`src/rtl/lc3_mem_arbiter.sv`:
```
// lc3_mem_arbiter
//   Shares the single LC-3 memory/IO port between the CPU datapath (MAR/MDR, MIO_EN, R_W, R)
//   and one secondary requester (DMA/video/console). Round-robin grant on conflict. The
//   winner's command is latched and driven on the memory port until mem_ready, then the
//   owner alone sees a one-cycle ready pulse. All outputs are registered.
//
// Ports
//   clk, reset_n                       clock, asynchronous active-low reset
//   cpu_req/we/addr/wdata  (in)        CPU command, req held until cpu_ready
//   cpu_rdata, cpu_ready   (out)       CPU read data (registered), completion pulse
//   dev_req/we/addr/wdata  (in)        device command, same rules as CPU
//   dev_rdata, dev_ready   (out)       device read data (registered), completion pulse
//   mem_en/we/addr/wdata   (out)       memory port command
//   mem_rdata, mem_ready   (in)        memory read data / completion (sampled only in XFER)
//   grant                  (out)       one-hot owner {dev,cpu}, 2'b00 when idle
//   err                    (out)       sticky timeout flag
//
// Configuration
//   LC3_ARB_TIMEOUT_EN  when defined, a transfer without mem_ready for TIMEOUT XFER cycles is
//                       aborted (owner ready pulsed, reads return 16'hDEAD, err set).
//                       When undefined, err is tied 0 and XFER waits indefinitely.

module lc3_mem_arbiter #(
  parameter int unsigned AW      = 16,
  parameter int unsigned DW      = 16,
  parameter int unsigned TIMEOUT = 15  // must be >= 1
) (
  input  logic          clk,
  input  logic          reset_n,
  input  logic          cpu_req,
  input  logic          cpu_we,
  input  logic [AW-1:0] cpu_addr,
  input  logic [DW-1:0] cpu_wdata,
  output logic [DW-1:0] cpu_rdata,
  output logic          cpu_ready,
  input  logic          dev_req,
  input  logic          dev_we,
  input  logic [AW-1:0] dev_addr,
  input  logic [DW-1:0] dev_wdata,
  output logic [DW-1:0] dev_rdata,
  output logic          dev_ready,
  output logic          mem_en,
  output logic          mem_we,
  output logic [AW-1:0] mem_addr,
  output logic [DW-1:0] mem_wdata,
  input  logic [DW-1:0] mem_rdata,
  input  logic          mem_ready,
  output logic [1:0]    grant,
  output logic          err
);

  localparam logic [1:0] StIdle = 2'd0;
  localparam logic [1:0] StXfer = 2'd1;
  localparam logic [1:0] StDone = 2'd2;

  localparam logic OwnCpu = 1'b0;
  localparam logic OwnDev = 1'b1;

  localparam logic [DW-1:0] AbortData = DW'(16'hDEAD);

  // Registered state
  logic [1:0]    r_state;
  logic          r_owner;
  logic          r_last_owner;
  logic          r_we;
  logic          r_mem_en;
  logic          r_mem_we;
  logic [AW-1:0] r_mem_addr;
  logic [DW-1:0] r_mem_wdata;
  logic [DW-1:0] r_cpu_rdata;
  logic [DW-1:0] r_dev_rdata;
  logic          r_cpu_ready;
  logic          r_dev_ready;
  logic [1:0]    r_grant;

  // Next-state values
  logic [1:0]    w_state;
  logic          w_owner;
  logic          w_last_owner;
  logic          w_we;
  logic          w_mem_en;
  logic          w_mem_we;
  logic [AW-1:0] w_mem_addr;
  logic [DW-1:0] w_mem_wdata;
  logic [DW-1:0] w_cpu_rdata;
  logic [DW-1:0] w_dev_rdata;
  logic          w_cpu_ready;
  logic          w_dev_ready;
  logic [1:0]    w_grant;

  // Arbitration helpers
  logic          w_any_req;
  logic          w_winner;
  logic          w_finish;
  logic          w_expire;
  logic [DW-1:0] w_read_data;

`ifdef LC3_ARB_TIMEOUT_EN
  localparam int unsigned CntW = $clog2(TIMEOUT + 1);

  logic [CntW-1:0] r_cnt;
  logic [CntW-1:0] w_cnt;
  logic            r_err;
  logic            w_err;

  // Expiry fires on the edge closing the TIMEOUT-th XFER cycle; mem_ready on that same
  // cycle takes precedence.
  assign w_expire = ~mem_ready && (r_cnt == CntW'(TIMEOUT - 1));
  assign err      = r_err;
`else
  logic w_unused_timeout;

  assign w_unused_timeout = (TIMEOUT != 0);
  assign w_expire         = 1'b0;
  assign err              = 1'b0;
`endif

  // CPU wins when alone, or on a tie when the device owned the previous transfer.
  assign w_any_req   = cpu_req | dev_req;
  assign w_winner    = (cpu_req && (!dev_req || (r_last_owner == OwnDev))) ? OwnCpu : OwnDev;
  assign w_finish    = mem_ready | w_expire;
  assign w_read_data = mem_ready ? mem_rdata : AbortData;

  always_comb begin
    w_state      = r_state;
    w_owner      = r_owner;
    w_last_owner = r_last_owner;
    w_we         = r_we;
    w_mem_en     = r_mem_en;
    w_mem_we     = r_mem_we;
    w_mem_addr   = r_mem_addr;
    w_mem_wdata  = r_mem_wdata;
    w_cpu_rdata  = r_cpu_rdata;
    w_dev_rdata  = r_dev_rdata;
    w_cpu_ready  = r_cpu_ready;
    w_dev_ready  = r_dev_ready;
    w_grant      = r_grant;
`ifdef LC3_ARB_TIMEOUT_EN
    w_cnt        = r_cnt;
    w_err        = r_err;
`endif

    case (r_state)
      StIdle: begin
        if (w_any_req) begin
          w_state      = StXfer;
          w_owner      = w_winner;
          w_last_owner = w_winner;
          w_mem_en     = 1'b1;
          if (w_winner == OwnCpu) begin
            w_we        = cpu_we;
            w_mem_we    = cpu_we;
            w_mem_addr  = cpu_addr;
            w_mem_wdata = cpu_wdata;
            w_grant     = 2'b01;
          end else begin
            w_we        = dev_we;
            w_mem_we    = dev_we;
            w_mem_addr  = dev_addr;
            w_mem_wdata = dev_wdata;
            w_grant     = 2'b10;
          end
`ifdef LC3_ARB_TIMEOUT_EN
          w_cnt = '0;
`endif
        end
      end

      StXfer: begin
        // Requester inputs are deliberately not looked at here; the latched copy drives mem.
        if (w_finish) begin
          w_state  = StDone;
          w_mem_en = 1'b0;
          w_mem_we = 1'b0;
          if (r_owner == OwnCpu) begin
            w_cpu_ready = 1'b1;
            if (!r_we) w_cpu_rdata = w_read_data;
          end else begin
            w_dev_ready = 1'b1;
            if (!r_we) w_dev_rdata = w_read_data;
          end
`ifdef LC3_ARB_TIMEOUT_EN
          if (w_expire) w_err = 1'b1;
`endif
        end else begin
`ifdef LC3_ARB_TIMEOUT_EN
          w_cnt = r_cnt + 1'b1;
`endif
        end
      end

      StDone: begin
        w_state     = StIdle;
        w_cpu_ready = 1'b0;
        w_dev_ready = 1'b0;
        w_grant     = 2'b00;
      end

      default: begin
        w_state     = StIdle;
        w_mem_en    = 1'b0;
        w_mem_we    = 1'b0;
        w_cpu_ready = 1'b0;
        w_dev_ready = 1'b0;
        w_grant     = 2'b00;
      end
    endcase
  end

  always_ff @(posedge clk or negedge reset_n) begin
    if (!reset_n) begin
      r_state      <= StIdle;
      r_owner      <= OwnCpu;
      r_last_owner <= OwnDev;
      r_we         <= 1'b0;
      r_mem_en     <= 1'b0;
      r_mem_we     <= 1'b0;
      r_mem_addr   <= '0;
      r_mem_wdata  <= '0;
      r_cpu_rdata  <= '0;
      r_dev_rdata  <= '0;
      r_cpu_ready  <= 1'b0;
      r_dev_ready  <= 1'b0;
      r_grant      <= 2'b00;
    end else begin
      r_state      <= w_state;
      r_owner      <= w_owner;
      r_last_owner <= w_last_owner;
      r_we         <= w_we;
      r_mem_en     <= w_mem_en;
      r_mem_we     <= w_mem_we;
      r_mem_addr   <= w_mem_addr;
      r_mem_wdata  <= w_mem_wdata;
      r_cpu_rdata  <= w_cpu_rdata;
      r_dev_rdata  <= w_dev_rdata;
      r_cpu_ready  <= w_cpu_ready;
      r_dev_ready  <= w_dev_ready;
      r_grant      <= w_grant;
    end
  end

`ifdef LC3_ARB_TIMEOUT_EN
  always_ff @(posedge clk or negedge reset_n) begin
    if (!reset_n) begin
      r_cnt <= '0;
      r_err <= 1'b0;
    end else begin
      r_cnt <= w_cnt;
      r_err <= w_err;
    end
  end
`endif

  assign cpu_rdata = r_cpu_rdata;
  assign cpu_ready = r_cpu_ready;
  assign dev_rdata = r_dev_rdata;
  assign dev_ready = r_dev_ready;
  assign mem_en    = r_mem_en;
  assign mem_we    = r_mem_we;
  assign mem_addr  = r_mem_addr;
  assign mem_wdata = r_mem_wdata;
  assign grant     = r_grant;

endmodule

```
`config.mk`:
```
export PLATFORM = sky130hd
export DESIGN_NAME = lc3_mem_arbiter
export DESIGN_NICKNAME = d
export VERILOG_FILES = /design/src/rtl/lc3_mem_arbiter.sv
export SDC_FILE = /design/constraint.sdc
export NUM_CORES = 1
export LEC_CHECK = 0
export BUFFER_PORTS_ARGS = -buffer_cell sky130_fd_sc_hd__buf_2
export CORE_MARGIN = 2
export CORE_UTILIZATION = 46
export DETAILED_ROUTE_END_ITERATION = 8
export GPL_TIMING_DRIVEN = 0
export PLACE_DENSITY = 0.8
export SETUP_SLACK_MARGIN = 0.2
export SLEW_MARGIN = 20
export SYNTH_ARGS = -nofsm -noshare
export SYNTH_HDL_FRONTEND = slang
export SYNTH_SLANG_ARGS = --single-unit
export TNS_END_PERCENT = 1
```
`constraint.sdc`:
```
create_clock -name clk -period 2.15 [get_ports clk]
set_input_delay 0.1075 -clock clk [delete_from_list [all_inputs] [get_ports clk]]
set_output_delay 0.1075 -clock clk [all_outputs]
set_load 0.05 [all_outputs]
```
==> key figures <==
Setup path
  – Worst setup path category: flop to flop
  – Worst path arrival time: 2.16 ns
  – Req. time, crit path: 2.42 ns
  – Worst R2R Path Depth: 4
  – Beginning of the critical path: r_state[0]$_DFFE_PN0P_
  – Critical path's largest stage delay: 0.48 ns
  – CP Cell Sequence: buf_4, nor4_4, clkbuf_1, a221o_1
  – CP Max Fanout: 10
  – WP buf/inv: 2
  – CP Capture Type: flop
  – Delay-heaviest family, CP: buffers and inverters
  – CP Launch Type: flop
  – Reg2reg setup slack: 0.27 ns
  – FF-to-FF Start: r_state[0]$_DFFE_PN0P_
  – Critical path's slowest cell: nor4_4
  – Worst path depth: 4

Clock tree
  – Clk root buf: clkbuf_8
  – CTS tree: built
  – CTS H-Tree Depth: 3
  – Longest Clk Path Bufs: 2
  – Cts bufs inserted: 9
  – Clk sink count: 75
  – Clock Latency Late Sink: 0.34 ns
  – Clock Pin Slew Worst Setup and Hold Paths: 0.08 ns

Global route
  – All-Layer GR Usage: 0.256
  – Initial antenna violation count: 0
  – First-pass GRT wire length: 15.1 mm
  – Grt total ovfl: 0
  – Vias in the first global route: 3014
  – Largest net degree at the start of global routing: 42

Synthesis
  – Register area share after synthesis: 0.587
  – Most common cell in the netlist: dfrtp_1
  – Post-synth top area share: 0.579
  – Mapped Cells: 231
  – Post-synthesis compound-gate area fraction: 0.202
  – Post-synthesis mux area share: 0.124
  – Post-synthesis xor/xnor area fraction: 0
  – Async SR Flop Fraction: 1.00
  – EDFF count, synth: 0
  – Mean Syn Cell Area: 13.8 µm²
  – Synthesized area: 3200 µm²
  – Synth area leader: dfrtp_1
  – Syn Nets: 318
  – Yosys reg bits: 75
  – Synth Area in Adders: 0
  – Synth Warn #: 0
  – Top post-synthesis cells by count: dfrtp_1 (74), a21boi_0 (32), a221o_1 (32)
  – Main combinational cell family by area after synthesis: compound AO/OA/AOI/OAI gates
  – Main synth FF type: dfrtp_1
  – Yosys cell types: 30
  – Post-Synth Simple-Gate Area: 0.0442
  – Synth top area cells: dfrtp_1 (58%), a221o_1 (10%), mux2_2 (7.7%)

Floorplan
  – Die Wd: 87.4 µm
  – Num rows: 30
  – Die H: 87.4 µm
  – Io pins: 158
  – Core area: 6760 µm²
  – Initial Utilization: 0.473
  – Die area: 7640 µm²

Detailed routing
  – Vias per Instance: 5.46
  – Routed vias: 2935
  – Remaining DRCs: 0
  – Drt wl/cell: 18.0 µm
  – Routed Antenna Nets: 0
  – Post-Route WL: 9.70 mm
  – First-iteration detailed-routing DRC count: 113
  – TritonRoute pass-1 iters: 4

Hold path
  – HP Class: input port to flop
  – Hold Path Cell Cnt: 2
  – Hold Startpoint: dev_wdata[6]

Timing
  – RSZ-0062 raised after global routing: true
  – Relative slew slack: 0.644
  – Least-Margin Pin Slew: 0.533 ns
  – Final setup fails: 0
  – Peak Freq: 0.531 GHz
  – Fin Setup TNS: 0 ns
  – Count of final hold-check violations: 0
  – Tcrit/Tclk final: 0.876
  – Final Max Slew Viols: 0
  – Clock Skews: 0.00635 ns
  – Period minus WS final: 1.88 ns
  – Final hold slack: 0.0111 ns

Power and ir drop
  – Share of total power in the clock network: 0.113
  – NetSw: 4290 µW
  – P_int: 3950 µW
  – Lkg Pwr: 0.00242 µW
  – Comb power frac: 0.585
  – Switching Share: 0.521
  – Flop pwr share: 0.302
  – P per Cell Area: 1710 nW/µm²
  – Worst vdd ir: 891 µV

Layout
  – Number of antenna repair diodes: 0
  – Fill count: 464
  – Storage cell area: 1880 µm²
  – Multi-input gate area: 1190 µm²
  – Layout cell share with drive strength beyond 1: 0.480
  – Area growth syn-to-layout: 50.6%
  – Total Nets Final: 540

Job
  – Max Cap Violations: 0

Placement
  – DP HPWL: 6.25 mm
  – Buffers on Ports: 156
  – GPL Wtd Cong: 0.771

Outcome
  – Outcome: finished, final reports clean
==> cell usage in the layout (no fill, tap or decap) <==
cell type and n:
nor2_1 3, a31oi_1 2, and3_1 1, dlygate4sd3_1 54
nand2_1 6, nand2b_1 1, buf_12 1, a22oi_1 1
dfrtp_1 74, clkbuf_8 9, inv_1 4, a221o_1 32
nor4_4 1, nand3b_1 1, buf_6 2, conb_1 1
clkbuf_1 11, mux2_4 10, or2_2 1, dfstp_2 1
buf_4 4, a21boi_0 32, a21oi_1 6, buf_2 158
clkinvlp_4 4, nand3b_4 1, o211a_1 1, nor2_4 1
mux2_2 22, clkinv_2 3, nor3_4 1, nor2b_1 1
buf_8 1, or3_1 2, o21ai_0 5
==> worst reg2reg max path: cells and delay by family (launching register included) <==
| kind | cells | cell delay [ns] |
|---|---|---|
| AO/OA/AOI/OAI | 1 | 0.27 |
| buffers and inverters | 2 | 0.65 |
| flip-flops | 1 | 0.41 |
| AND/OR/NAND/NOR | 1 | 0.48 |
==> worst paths after layout <==
check / end
max reg2reg: mem_addr[7]$_DFFE_PN0P_
max in group asynchronous: cpu_rdata[13]$_DFFE_PN0P_
max: mem_addr[7]$_DFFE_PN0P_
min: mem_wdata[6]$_DFFE_PN0P_
min in group asynchronous: dev_rdata[5]$_DFFE_PN0P_
min reg2reg: mem_en$_DFFE_PN0P_
==> metrics by stage <==
step | power (µW) | instance area, µm² | worst slack [ns] | util | cells
2_1_floorplan | 6020 | 3200 | 0.491 | - | 231
3_3_place_gp | 7040 | 4080 | 0.253 | 0.604 | 467
3_5_place_dp | 7170 | 4100 | 0.248 | 0.607 | 468
4_1_cts | 8180 | 4810 | 0.232 | 0.712 | 538
5_1_grt | 8620 | 4820 | 0.181 | 0.713 | 538
6_report | 8240 | 4820 | 0.267 | 0.713 | 538
==> flip-flops by register name, summed over array words and instances (netlist names) <==
name / cells
cpu_rdata: 16
mem_wdata: 16
mem_addr: 16
r_we: 1
r_last_owner: 1
cpu_ready: 1
grant: 2
r_state: 2
dev_ready: 1
mem_we: 1
dev_rdata: 16
r_owner: 1
mem_en: 1
==> final cells by class <==
cell class / count / area share
Inverter: 4 / 0.00312
Tap cell: 80 / 0.0208
Timing Repair Buffer: 211 / 0.279
Clock buffer: 9 / 0.0257
Sequential cell: 75 / 0.390
Buffer: 20 / 0.0242
Clock inverter: 7 / 0.00935
Multi-Input combinational cell: 132 / 0.248
==> power by group through the flow <==
stage	clock network [µW]	logic, µW	registers, µW
finish	933	4820	2490
global route	1010	5050	2560
CTS	947	4770	2460
detailed placement	0	4700	2470
global placement	0	4590	2450
floorplan	0	1320	4700
==> kinds of logic after synthesis <==
group | after synthesis
compound gates | 79
other cells | 1
simple gates | 20
flops | 75
buf+inv | 24
mux | 32
==> routing by layer <==
layer | GRT usage | part of all wire
met5 | 0 | 0
met1 | 0.327 | 0.41
met4 | 0.112 | 0.029
met3 | 0.0626 | 0.086
met2 | 0.415 | 0.48
==> what timing repair did <==
item	4_1_cts	5_1_grt
gates resized for setup	0	1
hold buffers	54	0
endpoints found under the hold margin	68	0
setup endpoints to repair	0	16
buffers inserted	0	0
No activity file was read; power rests on OpenSTA's default activity.
